## src/rtl/calc_record_arbiter.sv

```systemverilog
// calc_record_arbiter
// Merges fixed-width calculation records from NUM_PORTS requesters into a
// single-beat AXI-Stream. Each requester uses a 4-phase valid/ack handshake.
// A round-robin arbiter loads one record per cycle into a single output
// register. A new record can load on the same edge that the previous one
// is accepted. The block also tags each record with a one-hot source port
// and counts the records that were accepted downstream.

module calc_record_arbiter #(
    parameter int NUM_PORTS  = 4,
    parameter int DATA_WIDTH = 160,
    parameter int CNT_WIDTH  = 32
) (
    input  logic                            clk,
    input  logic                            reset,
    input  logic                            arb_en,
    input  logic [NUM_PORTS*DATA_WIDTH-1:0] req_data,
    input  logic [NUM_PORTS-1:0]            req_valid,
    output logic [NUM_PORTS-1:0]            req_ack,
    output logic [DATA_WIDTH-1:0]           m_tdata,
    output logic [DATA_WIDTH/8-1:0]         m_tstrb,
    output logic [7:0]                      m_tuser,
    output logic                            m_tvalid,
    output logic                            m_tlast,
    input  logic                            m_tready,
    output logic [CNT_WIDTH-1:0]            record_count
);

    localparam int PTR_W  = (NUM_PORTS > 1) ? $clog2(NUM_PORTS) : 1;
    localparam int SUM_W  = PTR_W + 1;
    localparam int STRB_W = DATA_WIDTH / 8;

    typedef enum logic {
        P_IDLE  = 1'b0,
        P_ACKED = 1'b1
    } port_state_e;

    port_state_e                 port_state_q [NUM_PORTS];
    logic [PTR_W-1:0]            rr_ptr_q;
    logic [PTR_W-1:0]            rr_ptr_d;
    logic [DATA_WIDTH-1:0]       m_tdata_q;
    logic [STRB_W-1:0]           m_tstrb_q;
    logic [7:0]                  m_tuser_q;
    logic [7:0]                  m_tuser_d;
    logic                        m_tvalid_q;
    logic [CNT_WIDTH-1:0]        record_count_q;

    logic [NUM_PORTS-1:0]        eligible;
    logic                        grant_found;
    logic [PTR_W-1:0]            grant_idx;
    logic [SUM_W-1:0]            search_pos;
    logic [NUM_PORTS-1:0]        grant_onehot;
    logic [DATA_WIDTH-1:0]       grant_data;
    logic                        accept;
    logic                        slot_free;
    logic                        do_grant;

    // A downstream accept frees the slot on the same edge. This lets a
    // new record load with no bubble.
    assign accept    = m_tvalid_q & m_tready;
    assign slot_free = ~m_tvalid_q | m_tready;
    assign do_grant  = arb_en & slot_free & grant_found;

    // A port may compete only while it requests and is not still holding an ack.
    always_comb begin
        // NOTE: every variable gets a default before any conditional logic, so no latch is inferred.
        eligible = '0;
        req_ack  = '0;
        for (int i = 0; i < NUM_PORTS; i++) begin
            eligible[i] = req_valid[i] && (port_state_q[i] == P_IDLE);
            req_ack[i]  = (port_state_q[i] == P_ACKED);
        end
    end

    // Pick the first eligible port, starting at rr_ptr and wrapping modulo NUM_PORTS.
    always_comb begin
        grant_found = 1'b0;
        grant_idx   = '0;
        search_pos  = '0;
        for (int k = 0; k < NUM_PORTS; k++) begin
            search_pos = SUM_W'(rr_ptr_q) + SUM_W'(k);
            if (search_pos >= SUM_W'(NUM_PORTS)) begin
                search_pos = search_pos - SUM_W'(NUM_PORTS);
            end
            if (!grant_found && eligible[search_pos[PTR_W-1:0]]) begin
                grant_found = 1'b1;
                grant_idx   = search_pos[PTR_W-1:0];
            end
        end
    end

    // Decode the winner into its record slice, its one-hot tag and the next pointer.
    always_comb begin
        grant_data   = '0;
        grant_onehot = '0;
        m_tuser_d    = '0;
        for (int i = 0; i < NUM_PORTS; i++) begin
            if (grant_idx == PTR_W'(i)) begin
                grant_data      = req_data[i*DATA_WIDTH +: DATA_WIDTH];
                grant_onehot[i] = 1'b1;
            end
        end
        m_tuser_d[NUM_PORTS-1:0] = grant_onehot;
        if (grant_idx == PTR_W'(NUM_PORTS - 1)) begin
            rr_ptr_d = '0;
        end else begin
            rr_ptr_d = grant_idx + PTR_W'(1);
        end
    end

    // Per-port handshake FSMs: ack on grant, release once the requester drops valid.
    always_ff @(posedge clk or posedge reset) begin
        // NOTE: sequential state uses non-blocking assignments only, so every flop samples pre-edge values.
        if (reset) begin
            for (int i = 0; i < NUM_PORTS; i++) begin
                port_state_q[i] <= P_IDLE;
            end
        end else begin
            for (int i = 0; i < NUM_PORTS; i++) begin
                case (port_state_q[i])
                    P_IDLE: begin
                        if (do_grant && grant_onehot[i]) begin
                            port_state_q[i] <= P_ACKED;
                        end
                    end
                    P_ACKED: begin
                        if (!req_valid[i]) begin
                            port_state_q[i] <= P_IDLE;
                        end
                    end
                    default: port_state_q[i] <= P_IDLE;
                endcase
            end
        end
    end

    // Output slot: load on grant, empty on accept without a grant, hold under backpressure.
    always_ff @(posedge clk or posedge reset) begin
        if (reset) begin
            m_tdata_q  <= '0;
            m_tstrb_q  <= '0;
            m_tuser_q  <= '0;
            m_tvalid_q <= 1'b0;
        end else if (do_grant) begin
            m_tdata_q  <= grant_data;
            m_tstrb_q  <= '1;
            m_tuser_q  <= m_tuser_d;
            m_tvalid_q <= 1'b1;
        end else if (accept) begin
            m_tstrb_q  <= '0;
            m_tuser_q  <= '0;
            m_tvalid_q <= 1'b0;
        end
    end

    // Round-robin pointer moves just past the most recent winner.
    always_ff @(posedge clk or posedge reset) begin
        if (reset) begin
            rr_ptr_q <= '0;
        end else if (do_grant) begin
            rr_ptr_q <= rr_ptr_d;
        end
    end

    // Count accepted records; the count wraps naturally at 2^CNT_WIDTH.
    always_ff @(posedge clk or posedge reset) begin
        if (reset) begin
            record_count_q <= '0;
        end else if (accept) begin
            record_count_q <= record_count_q + CNT_WIDTH'(1);
        end
    end

    assign m_tdata      = m_tdata_q;
    assign m_tstrb      = m_tstrb_q;
    assign m_tuser      = m_tuser_q;
    assign m_tvalid     = m_tvalid_q;
    assign m_tlast      = m_tvalid_q;
    assign record_count = record_count_q;

endmodule

```

## config.mk

```make
export PLATFORM = sky130hd
export DESIGN_NAME = calc_record_arbiter
export DESIGN_NICKNAME = d
export VERILOG_FILES = /design/src/rtl/calc_record_arbiter.sv
export SDC_FILE = /design/constraint.sdc
export NUM_CORES = 1
export LEC_CHECK = 0
export ABC_AREA = 1
export CORE_AREA = 5 5 337 339
export DETAILED_ROUTE_END_ITERATION = 7
export DIE_AREA = 0 0 342 344
export PLACE_DENSITY_LB_ADDON = 0.05
export SYNTH_ARGS = -nofsm -noshare
export SYNTH_HDL_FRONTEND = slang
export SYNTH_SLANG_ARGS = --single-unit
```

## constraint.sdc

```tcl
create_clock -name clk -period 15.23 [get_ports clk]
set_input_delay 3.046 -clock clk [delete_from_list [all_inputs] [get_ports clk]]
set_output_delay 3.046 -clock clk [all_outputs]
set_load 0.02 [all_outputs]
```

Word-level counts from Yosys, hierarchy flattened --
Cells that the tools add are included.
Operators by class: add/subtract/negate cells 9, magnitude comparators 8, equality and inequality tests 3, mux-type cells 47, bitwise gates (word level) 9, reductions and logical operators 16
Operator list (number):
- $mux W160 | 4
- $mux W20 | 2
- $add A32 B1 Y32 const B | 1
- $mux W1 | 22
- $mux W2 | 9
- $mux W8 | 2
- $lt A2 B3 Y1 const B | 4
- $logic_and A1 B1 Y1 | 11
- $ge A3 B3 Y1 const B | 3
- $bmux W1 S2 | 4
- $pmux W1 S2 | 4
- $sub A2 B1 Y2 const B | 4
- $add A2 B2 Y3 const B | 2
- $not A1 Y1 | 5
- $eq A2 B2 Y1 const B | 2
- $add A2 B1 Y3 const B | 1
- $and A1 B1 Y1 | 3
- $ge A2 B3 Y1 const B | 1
- $logic_not A1 Y1 | 3
- $add A2 B1 Y2 const B | 1
- $eq A2 B1 Y1 const B | 1
- $logic_not A2 Y1 | 1
- $reduce_bool A2 Y1 | 1
- $or A1 B1 Y1 | 1
Word-level totals: bits in registers 227, output and inout port bits 226

Logic depth before layout (Yosys ltp) --
Gate-level depths: netlist of run 1.
word-level depth 19, gate-level depth with buffers 22, depth with buffers taken out 18

Least setup slack after synthesis of run 1 --
No wires, ideal clock.
kind input -> register, start input port req_valid[1], end register m_tdata_q[139] (netlist: m_tdata[139]), setup time 117 ps, arrival time 5084 ps, required time 15113 ps, setup slack 10030 ps, stages on the path 17, path buffers 4, path through nand3_1 nand3_1 nand2_1 inv_1 nand2_1 nand2_1 nand2_1 nand2_1 nor2_1 ha_1 buf_2 buf_2 buf_2 clkbuf_1 o21ai_0 nand2_1 nand2_1
Between the ends: cells in the longest elaborated chain, start to end 18, elaborated cells on any way between the ends 32, classes of those cells eq/ne: 3; mux: 20; bitwise: 1; reduce/logical: 8
RTL lines:
- start, declared | RTL line 18 | input logic [NUM_PORTS-1:0] req_valid,
- $logic_and A1 B1 Y1 * | RTL line 70 | eligible[i] = req_valid[i] && (port_state_q[i] == P_IDLE);
- $bmux W1 S2 | RTL line 85 | if (!grant_found && eligible[search_pos[PTR_W-1:0]]) begin
- $mux W1 (implied by the code) | RTL line 85
- $mux W1 | RTL line 85
- $logic_not A1 Y1 | RTL line 85
- $logic_and A1 B1 Y1 | RTL line 85
- $mux W1 | RTL line 85
- $logic_not A1 Y1 | RTL line 85
- $logic_and A1 B1 Y1 | RTL line 85
- $mux W1 | RTL line 85
- $logic_not A1 Y1 | RTL line 85
- $logic_and A1 B1 Y1 | RTL line 85
- $mux W2 | RTL line 85
- $logic_not A2 Y1 | RTL line 98 | if (grant_idx == PTR_W'(i)) begin
- $mux W160 (4 in a row) | RTL line 98
- end signal, assigned | RTL line 145 | m_tdata_q <= grant_data;
- end, declared | RTL line 41 | logic [DATA_WIDTH-1:0] m_tdata_q;
Every way passes the cells marked *; elsewhere a longest branch is shown, timed or not. The select of a mux whose other input is x is not followed. A chain may end at the register's enable or synchronous reset.

Worst setup path in the final report of run 1 --
start input port req_valid[1], end register m_tdata_q[64] (netlist: m_tdata[64])
The elaborated chain is that of the path after synthesis.

==> out/qor.csv, run 1 <==
metric;value;unit
grt_overflow;0;
core;110000;um^2
min_period;6.91;ns
cp-startpoint;req_valid[1];
crit_chain;clkdlybuf4s50_1 > nand3_1 > nand3_1 > nand2_1 > inv_1 > nand2_1 > nand3_1 > nand2_1 > nor2_1 > inv_1 > ha_4 > inv_6 > buf_4 > o21ai_0 > o21ai_0 > nand2_1 > nand2_1;
grt_pass1_vias;17900;
sw_frac_of_total;58.6;%
p_comb_share;76.3;%
synthCells;2120;
cp-start-kind;input pin;
htree_levels;1;
clkTransAtPathRegs;0.06;ns
slew_violations;0;
pin_count;874;
drive_gt1_share;2.61;%
ys_types;28;
cts_tree;built;
cts.repair.resized;0;
synthTopCellsByArea;dfrtp_1 37%, nand2_1 25%, o21ai_0 11%, nand3_1 7.0%, a21oi_1 5.9%;
clk_latency;0.60;ns
ir_worst_vdd;0.344;mV
synthFlopType;dfrtp_1;
rrSetupSlack;10.66;ns
layout_commonest_cell;nand2_1;
ys_ff_latch;203;
cts_made_buffers;31;
use_met2;28.9;%
cts_root_buffer;clkbuf_16;
worstSetupPathType;in -> reg;
synth-async-reset-ratio;100;%
die-area;118000;um^2
p_seq_share;13.5;%
cpPeakStageDelay;0.76;ns
antenna_found_initial;54;
fp.dieH;344;um
cp-end-kind;flop;
routed_via_density;3.92;
cp.required;15.76;ns
grt_pass1_wl;138;mm
io_buffers;869;
worstPathMaxFanout;92;
synth_top_area_share;37.1;%
critPathTopFamily;buffers and inverters;
final_cells;4389;
power_switching;0.00393;W
ctsHoldBuffers;0;
fin_skew;0.0166;ns
ys.warnings.count;0;
hp-start;m_tdata[69];
place_inst;4311;
yosysSeqAreaShare;37.1;%
area_delta_synth_final;78.3;%
hpwl;77.0;mm
tightestPinTransition;1.14;ns
wl;101;mm
post-route-period-util;45.4;%
hold_violations;0;
dr_total_vias;17200;
crit_slowest_cell;buf_4;
syn_area;13700;um^2
cpMostUsedCell;nand2_1;
fmax;145;MHz
firstDrtPassIters;5;
hp-class;reg -> reg;
grt_max_degree;100;
drv_cap;0;
rows;122;
initial_utilization;12.5;%
synth_edf_count;0;
final_cell_mix;912 x nand2_1, 869 x clkdlybuf4s50_1, 299 x o21ai_0;
nFillCells;12400;
worstPathArrival;7.44;ns
dieWidth;342;um
slew_headroom;24.3;%
gp_congestion;0.814;
grt_util_met3;5.60;%
pwr-share-clk;10.2;%
yosysTopAreaCell;dfrtp_1;
grt_use_met1;18.3;%
grt_most_used_layer;met2;
post_cts_buffers;0;
status;finished clean;
drtIter0Drc;827;
grtUsageTotal;16.1;%
clock_sinks;203;
cts.path.max_buffers;3;
cp_num_buf_inv;5;
fin_tns_setup;0;ns
avgSynthCellArea;6.47;um^2
nets;3509;
route.detailed.drc;0;
p_per_area;274;nW/um^2
wl_per_cell;23.1;um
reg2reg_from;rr_ptr_q[0];
setup_viol;0;
internal_power;0.00277;W
leakagePower;10.2;nW
ant_nets;0;
rsz0062_at_grt;false;
## power by group through the flow
stage               clock (W)  combinational (W)  sequential (W)
finish               0.000684            0.00511        0.000902
global route         0.000739            0.00575        0.000932
CTS                  0.000727            0.00531        0.000905
detailed placement          0            0.00530        0.000909
global placement            0            0.00532        0.000907
floorplan                   0            0.00292         0.00113
## worst paths after layout
check	end	depth (start not counted)
max in group asynchronous	m_tdata[111]	4
min in group asynchronous	m_tdata[13]	2
hold reg to reg	m_tdata[69]	2
hold / removal	m_tdata[69]	2
setup reg to reg	m_tdata[64]	18
setup / recovery	m_tdata[64]	17
## cell usage after synthesis, types with 4 or more instances
| cell | count |
|---|---|
| nand4_1 | 11 |
| buf_4 | 33 |
| nand3_1 | 191 |
| a21oi_1 | 162 |
| buf_6 | 24 |
| xnor2_1 | 6 |
| nor2_1 | 44 |
| buf_1 | 26 |
| inv_2 | 4 |
| o21ai_0 | 299 |
| clkbuf_1 | 85 |
| xor2_1 | 19 |
| o21ai_1 | 27 |
| ha_1 | 5 |
| dfrtp_1 | 203 |
| inv_1 | 31 |
| nand2_1 | 912 |
| buf_2 | 19 |
| nor3_1 | 6 |
## worst reg2reg max path, delay by kind of cell, from the launching register on
family | cells | cell delay (ns)
flops | 1 | 0.54
compound gates | 2 | 0.59
buf+inv | 5 | 1.84
simple gates | 10 | 1.11
fa+ha+maj | 1 | 0.40
## stage by stage
| stage | hold WS (ns) | worst slack [ns] | area [um^2] | utilization (%) | power, W |
|---|---|---|---|---|---|
| 6_report | 0.476 | 8.32 | 24400 | 22.2 | 0.00670 |
| 5_1_grt | 0.490 | 7.93 | 24400 | 22.2 | 0.00742 |
| 4_1_cts | 0.480 | 8.21 | 24400 | 22.1 | 0.00694 |
| 3_5_place_dp | 0.464 | 7.55 | 23500 | 21.3 | 0.00621 |
| 3_3_place_gp | 0.462 | 7.55 | 23500 | 21.3 | 0.00622 |
| 2_1_floorplan | 0.544 | 6.64 | 13700 | - | 0.00405 |
## cells by family (layout without fill, tap and decap cells)
kind of cell    count (synthesis)  in the layout  synth area share (%)
other cells                     1             32                0.0274
simple gates                 1175           1175                  34.5
flops                         203            203                  37.1
xor+xnor                       25             25                  1.60
fa+ha+maj                       5              5                 0.456
buf+inv                       223            973                  8.52
compound gates                488            488                  17.8
## sequential cells by signal, indices dropped and copies added (netlist names)
name / flops
m_tdata: 160
m_tstrb: 1
m_tuser: 4
record_count: 32
req_ack: 4
rr_ptr_q: 2
## routing by layer
layer | routed length [um] | vias to the layer above
li1 | - | 8419
met1 | 39200 | 8018
met2 | 50800 | 604
met3 | 8660 | 128
met4 | 2310 | 28
met5 | 197 | -
## area by class of cell
type                       instances  area, um^2  area share [%]
timing repair buffer             887        8830            36.1
sequential                       203        5080            20.8
clock inverter                     4        23.8          0.0973
inverter                          36         155           0.635
tap                             1488        1860            7.62
clock buffer                      46         882            3.61
multi-input combinational       1697        7530            30.8
antenna                           28        70.1           0.287
Note: power is estimated with default switching activity, not from simulation.
==> run 2, diff against run 1 <==
--- a/config.mk
+++ b/config.mk
@@ -6,9 +6,9 @@
 export NUM_CORES = 1
 export LEC_CHECK = 0
 export ABC_AREA = 1
-export CORE_AREA = 5 5 337 339
+export CORE_AREA = 5 5 340 342
 export DETAILED_ROUTE_END_ITERATION = 7
-export DIE_AREA = 0 0 342 344
+export DIE_AREA = 0 0 345 347
 export PLACE_DENSITY_LB_ADDON = 0.05
 export SYNTH_ARGS = -nofsm -noshare
 export SYNTH_HDL_FRONTEND = slang
==> constraint.sdc (replaced) <==
create_clock -name clk -period 7.1 [get_ports clk]
set_input_delay 1.42 -clock clk [delete_from_list [all_inputs] [get_ports clk]]
set_output_delay 1.42 -clock clk [all_outputs]
set_load 0.02 [all_outputs]
==> run 2 against run 1 <==
  * Die area rose by 1.8%
  * Register-to-register slack got worse by 7.7 ns
  * Sequential cell count did not move
  * Global-route usage rose by 0.29 points
  * Power rose by 120%
==> out/qor.csv, run 2 (same netlist as run 1, synthesis figures left out) <==
metric;value;unit;change
cts_made_buffers;34;;+9.7%
core;112000;um^2;+1.8%
worstSetupPathType;in -> reg;;
htree_levels;2;;+1
clock_sinks;203;;unchanged
post-route-period-util;68.9;%;
slew_headroom;29.0;%;+4.7 points
cts.path.max_buffers;3;;unchanged
p_per_area;604;nW/um^2;+120%
rows;123;;+0.82%
fin_ws;2.20;ns;-6.12 ns
pin_count;874;;unchanged
layout_commonest_cell;nand2_1;;
cp.required;7.57;ns;-8.19 ns
cts_root_buffer;clkbuf_16;;
route.detailed.drc;0;;unchanged
antenna_found_initial;60;;+11%
ctsHoldBuffers;0;;unchanged
sw_frac_of_total;57.4;%;-1.2 points
grt_max_degree;110;;+10%
slew_violations;0;;unchanged
cts_tree;built;;
min_period;4.90;ns;
status;finished clean;;
wl_per_cell;23.6;um;+2.4%
worstPathArrival;5.37;ns;-2.07 ns
grt_pass1_vias;18100;;+1.5%
leakagePower;10.4;nW;+1.8%
ant_nets;0;;unchanged
fp.dieH;347;um;+0.87%
grtUsageTotal;16.4;%;+0.29 points
initial_utilization;12.2;%;-0.22 points
drtIter0Drc;1008;;+22%
die-area;120000;um^2;+1.8%
hpwl;78.7;mm;+2.3%
final_cell_mix;912 x nand2_1, 869 x clkdlybuf4s50_1, 299 x o21ai_0;;
p_comb_share;75.4;%;-0.9 points
rsz0062_at_grt;false;;
post_cts_buffers;0;;unchanged
p_seq_share;13.0;%;-0.5 points
pwr-share-clk;11.6;%;+1.4 points
fin_skew;0.0290;ns;+0.0124 ns
cp-end-kind;flop;;
clk_latency;0.56;ns;-0.04 ns
firstDrtPassIters;5;;unchanged
cp-start-kind;input pin;;
setup_viol;0;;unchanged
io_buffers;869;;unchanged
drv_cap;0;;unchanged
power_switching;0.00862;W;+120%
ir_worst_vdd;0.589;mV;+71%
cts.repair.resized;0;;unchanged
dieWidth;345;um;+0.88%
hold_violations;0;;unchanged
dr_total_vias;17500;;+1.9%
tightestPinTransition;1.06;ns;-0.0707 ns
fmax;204;MHz;
drive_gt1_share;3.36;%;+0.75 points
nets;3520;;+0.31%
grt_use_met1;19.2;%;+0.87 points
dp_slack;1.64;ns;-5.92 ns
clkTransAtPathRegs;0.06;ns;about the same
grt_util_met3;5.07;%;-0.53 points
use_met2;28.7;%;-0.24 points
internal_power;0.00639;W;+130%
wl;104;mm;+2.8%
area_delta_synth_final;81.2;%;
gp_congestion;0.868;;+6.7%
worstPathMaxFanout;105;;+14%
hp-class;reg -> reg;;
routed_via_density;3.98;;+1.5%
largest_reg_flops;160;;unchanged
fin_tns_setup;0;ns;unchanged
grt_pass1_wl;143;mm;+3.9%
grt_most_used_layer;met2;;
grt_overflow;0;;unchanged
run 2: changes by cell type in the layout (fill, tap and decap cells not counted), sizes merged, moves of 3 or more:
cell,delta
buf,+8
diode,-8
bufinv,+3
clkbuf,-3
clkinv,+3
run 2: final cells by class:
type / count / area, um^2
inverter: 36 / 155
multi-input combinational: 1697 / 7530
fill: 12700 / 87200
sequential: 203 / 5080
antenna: 20 / 50.0
timing repair buffer: 895 / 9030
clock buffer: 43 / 945
tap: 1500 / 1880
clock inverter: 14 / 169
run 2: worst paths after layout:
check / startpoint / to / slack [ns] / depth (start not counted)
max: req_valid[1] / m_tdata[54] / 2.20 / 17
min: m_tdata[96] / m_tdata[96] / 0.47 / 2
max reg2reg: rr_ptr_q[0] / m_tdata[54] / 2.94 / 18
min reg2reg: m_tdata[96] / m_tdata[96] / 0.47 / 2
max in group asynchronous: reset / m_tdata[140] / 4.27 / 3
min in group asynchronous: reset / m_tdata[23] / 1.33 / 2
run 2: critical path: stages:
cell and delay, ns:
clkdlybuf4s50_1 0.53, nand3_1 0.14, nand3_1 0.13, nand2_1 0.13, inv_1 0.10, nand2_1 0.07, nand3_1 0.07, nand2_1 0.08
nor2_1 0.42, ha_4 0.53, buf_12 0.41, a21oi_1 0.15, nand2_1 0.18, o21ai_0 0.10, o21ai_0 0.33, nand2_1 0.14
nand2_1 0.09
run 2: metal layers:
layer	up-vias	routed length, um
met5	-	197
li1	8439	-
met3	148	7770
met2	680	51600
met1	8233	41900
met4	32	2700
run 2: power groups by stage:
| stage | Sequential, W | Combinational, W | Clock, W |
|---|---|---|---|
| after floorplan | 0.00242 | 0.00626 | 0 |
| after global placement | 0.00196 | 0.0117 | 0 |
| after detailed placement | 0.00196 | 0.0117 | 0 |
| after CTS | 0.00196 | 0.0117 | 0.00185 |
| after global routing | 0.00201 | 0.0126 | 0.00187 |
| final | 0.00195 | 0.0113 | 0.00174 |
run 2: metrics by stage:
stage,hold WS [ns],instances,total power (W),instance area [um^2],utilization (%)
2_1_floorplan,0.544,2123,0.00868,13700,-
3_3_place_gp,0.463,4331,0.0137,23700,21.1
3_5_place_dp,0.465,4331,0.0136,23700,21.1
4_1_cts,0.480,4388,0.0155,24800,22.1
5_1_grt,0.493,4404,0.0165,24800,22.2
6_report,0.472,4408,0.0150,24800,22.2
==> run 3, diff against run 2 <==
--- a/config.mk
+++ b/config.mk
@@ -6,9 +6,9 @@
 export NUM_CORES = 1
 export LEC_CHECK = 0
 export ABC_AREA = 1
-export CORE_AREA = 5 5 340 342
+export CORE_AREA = 5 5 338 340
 export DETAILED_ROUTE_END_ITERATION = 7
-export DIE_AREA = 0 0 345 347
+export DIE_AREA = 0 0 343 345
 export PLACE_DENSITY_LB_ADDON = 0.05
 export SYNTH_ARGS = -nofsm -noshare
 export SYNTH_HDL_FRONTEND = slang
==> constraint.sdc (replaced) <==
create_clock -name clk -period 4.3 [get_ports clk]
set_input_delay 0.86 -clock clk [delete_from_list [all_inputs] [get_ports clk]]
set_output_delay 0.86 -clock clk [all_outputs]
set_load 0.02 [all_outputs]
==> run 3 against run 2 <==
  * Critical path depth up 2
  * Non-clock buffer count up 53
  * Clock-buffer cell count up 1
  * Worst hold slack better by 0.0016 ns
  * Sequential cell count unchanged
  * Worst setup slack worse by 1.6 ns
  * Wire length down 3.2%
  * Global-route usage down 0.17 points
  * Sequential share of layout area down 0.39 points
  * Die area down 1.2%
  * Clock skew down 0.0079 ns
  * Critical endpoint is now m_tdata[68]
  * Highest routed layer unchanged
==> out/qor.csv, run 3 (same netlist as run 1, synthesis figures left out) <==
metric;value;unit;change
status;finished clean;;
rows;123;;unchanged
cp-start-kind;input pin;;
post-route-util;22.8;%;+0.59 points
min_period;3.74;ns;
hp-start;m_tdata[59];;
critPathTopFamily;buffers and inverters;;
post_cts_buffers;0;;unchanged
die-area;118000;um^2;-1.2%
worstSetupPathType;in -> reg;;
hpwl;78.3;mm;-0.54%
wl_per_cell;22.6;um;-4.2%
sw_frac_of_total;56.1;%;-1.3 points
fp.dieH;345;um;-0.58%
multi_input_area;7530;um^2;unchanged
crit_chain;clkdlybuf4s50_1 > nand3_1 > nand3_1 > nand2_1 > inv_1 > nand2_1 > nand3_1 > nand2_1 > nor2_1 > buf_4 > ha_4 > buf_12 > a21oi_1 > nand2_1 > o21ai_0 > o21ai_0 > buf_4 > nand2_1 > nand2_1;;
drive_gt1_share;5.03;%;+1.7 points
worstPathArrival;4.23;ns;-1.14 ns
cp_num_buf_inv;5;;+2
io_buffers;869;;unchanged
post-route-period-util;87.0;%;
ctsHoldBuffers;0;;unchanged
htree_levels;2;;unchanged
final_cells;4452;;+1.0%
cpPeakStageDelay;0.53;ns;about the same
final_cell_mix;912 x nand2_1, 869 x clkdlybuf4s50_1, 299 x o21ai_0;;
ant_nets;0;;unchanged
worstPathMaxFanout;53;;-50%
gp_congestion;0.865;;-0.40%
fmax;267;MHz;
fin_skew;0.0211;ns;-0.00788 ns
drv_cap;0;;unchanged
hold_violations;0;;unchanged
antenna_found_initial;23;;-62%
place_inst;4384;;+1.2%
nFillCells;12400;;-2.1%
dpl_cell_area;24200;um^2;+2.2%
internal_power;0.0114;W;+79%
layout_commonest_cell;nand2_1;;
cp.required;4.79;ns;-2.78 ns
cts.path.max_buffers;3;;unchanged
crit_slowest_cell;o21ai_0;;
cts_root_buffer;clkbuf_16;;
initial_utilization;12.3;%;+0.085 points
grt_pass1_vias;18400;;+1.6%
finalInstanceArea;25300;um^2;+2.0%
drtIter0Drc;795;;-21%
grt_max_degree;120;;+9.1%
cts_made_buffers;34;;unchanged
cp-startpoint;req_valid[3];;
p_per_area;1030;nW/um^2;+70%
rsz0062_at_grt;false;;
cp-end-kind;flop;;
cts_tree;built;;
dr_total_vias;17500;;-0.017%
wl;101;mm;-3.2%
p_comb_share;76.7;%;+1.3 points
ir_worst_vdd;0.820;mV;+39%
leakagePower;10.7;nW;+2.8%
clk_latency;0.56;ns;about the same
p_seq_share;12.4;%;-0.6 points
cts.repair.resized;0;;unchanged
setup_viol;0;;unchanged
grt_pass1_wl;140;mm;-2.2%
cpMostUsedCell;nand2_1;;
seq_area;5080;um^2;unchanged
clkTransAtPathRegs;0.05;ns;about the same
clock_sinks;203;;unchanged
core;111000;um^2;-0.69%
routed_via_density;3.94;;-1.0%
grtUsageTotal;16.2;%;-0.17 points
slew_violations;0;;unchanged
route.detailed.drc;0;;unchanged
hold_ws;0.474;ns;+0.00155 ns
slew_headroom;35.2;%;+6.1 points
nets;3573;;+1.5%
pwr-share-clk;10.8;%;-0.8 points
firstDrtPassIters;5;;unchanged
rrSetupSlack;0.72;ns;-2.22 ns
hp-class;reg -> reg;;
reg2reg_from;rr_ptr_q[0];;
pin_count;874;;unchanged
area_delta_synth_final;84.8;%;
tightestPinTransition;0.972;ns;-0.0921 ns
dieWidth;343;um;-0.58%
power_switching;0.0146;W;+69%
largest_reg_flops;160;;unchanged
grt_overflow;0;;unchanged
==> run 3: changes by cell type in the layout (fill, tap and decap cells not counted), sizes merged <==
cell and change:
buf +53, diode -8, clkbuf +1, clkinv -1, inv -1
==> run 3: power by group through the flow <==
| stage | logic (W) | clock network, W | registers (W) |
|---|---|---|---|
| 2_1_floorplan | 0.0103 | 0 | 0.00400 |
| 3_3_place_gp | 0.0206 | 0 | 0.00326 |
| 3_5_place_dp | 0.0206 | 0 | 0.00326 |
| 4_1_cts | 0.0207 | 0.00300 | 0.00325 |
| 5_1_grt | 0.0222 | 0.00305 | 0.00335 |
| 6_report | 0.0200 | 0.00282 | 0.00323 |
==> run 3: layout make-up <==
cell class / count / area share [%]
antenna: 12 / 0.119
clock inverter: 12 / 0.617
inverter: 36 / 0.588
multi-input combinational: 1697 / 29.7
tap: 1500 / 7.41
timing repair buffer: 948 / 37.7
sequential: 203 / 20.1
clock buffer: 44 / 3.74
==> run 3: final timing paths <==
| check | depth (start not counted) | end |
|---|---|---|
| min in group asynchronous | 2 | m_tdata[32] |
| max in group asynchronous | 3 | m_tdata[104] |
| worst min-delay path | 2 | m_tdata[59] |
| worst max register to register | 20 | m_tdata[68] |
| worst min register to register | 2 | m_tdata[59] |
| worst max-delay path | 19 | m_tdata[68] |
==> run 3: metrics by stage <==
step | setup TNS, ns | setup WS (ns) | total power, W
after floorplan | 0 | 0.810 | 0.0143
after global placement | -0.0814 | -0.0814 | 0.0239
after detailed placement | -0.0662 | -0.0662 | 0.0239
after CTS | 0 | 0.544 | 0.0269
after global routing | 0 | 0.289 | 0.0286
final | 0 | 0.561 | 0.0260
==> run 3: worst min-delay path, stage by stage, from the launching register on <==
cell,delay (ns)
dfrtp_1,0.34
nand2_1,0.05
nand2_1,0.05
==> run 3: metal layers <==
layer / routed length (um) / up-vias / GRT usage [%]
li1: - / 8541 / -
met1: 39200 / 8331 / 18.2
met2: 51900 / 548 / 29.9
met3: 7780 / 91 / 5.16
met4: 1750 / 18 / 3.66
met5: 132 / - / 0
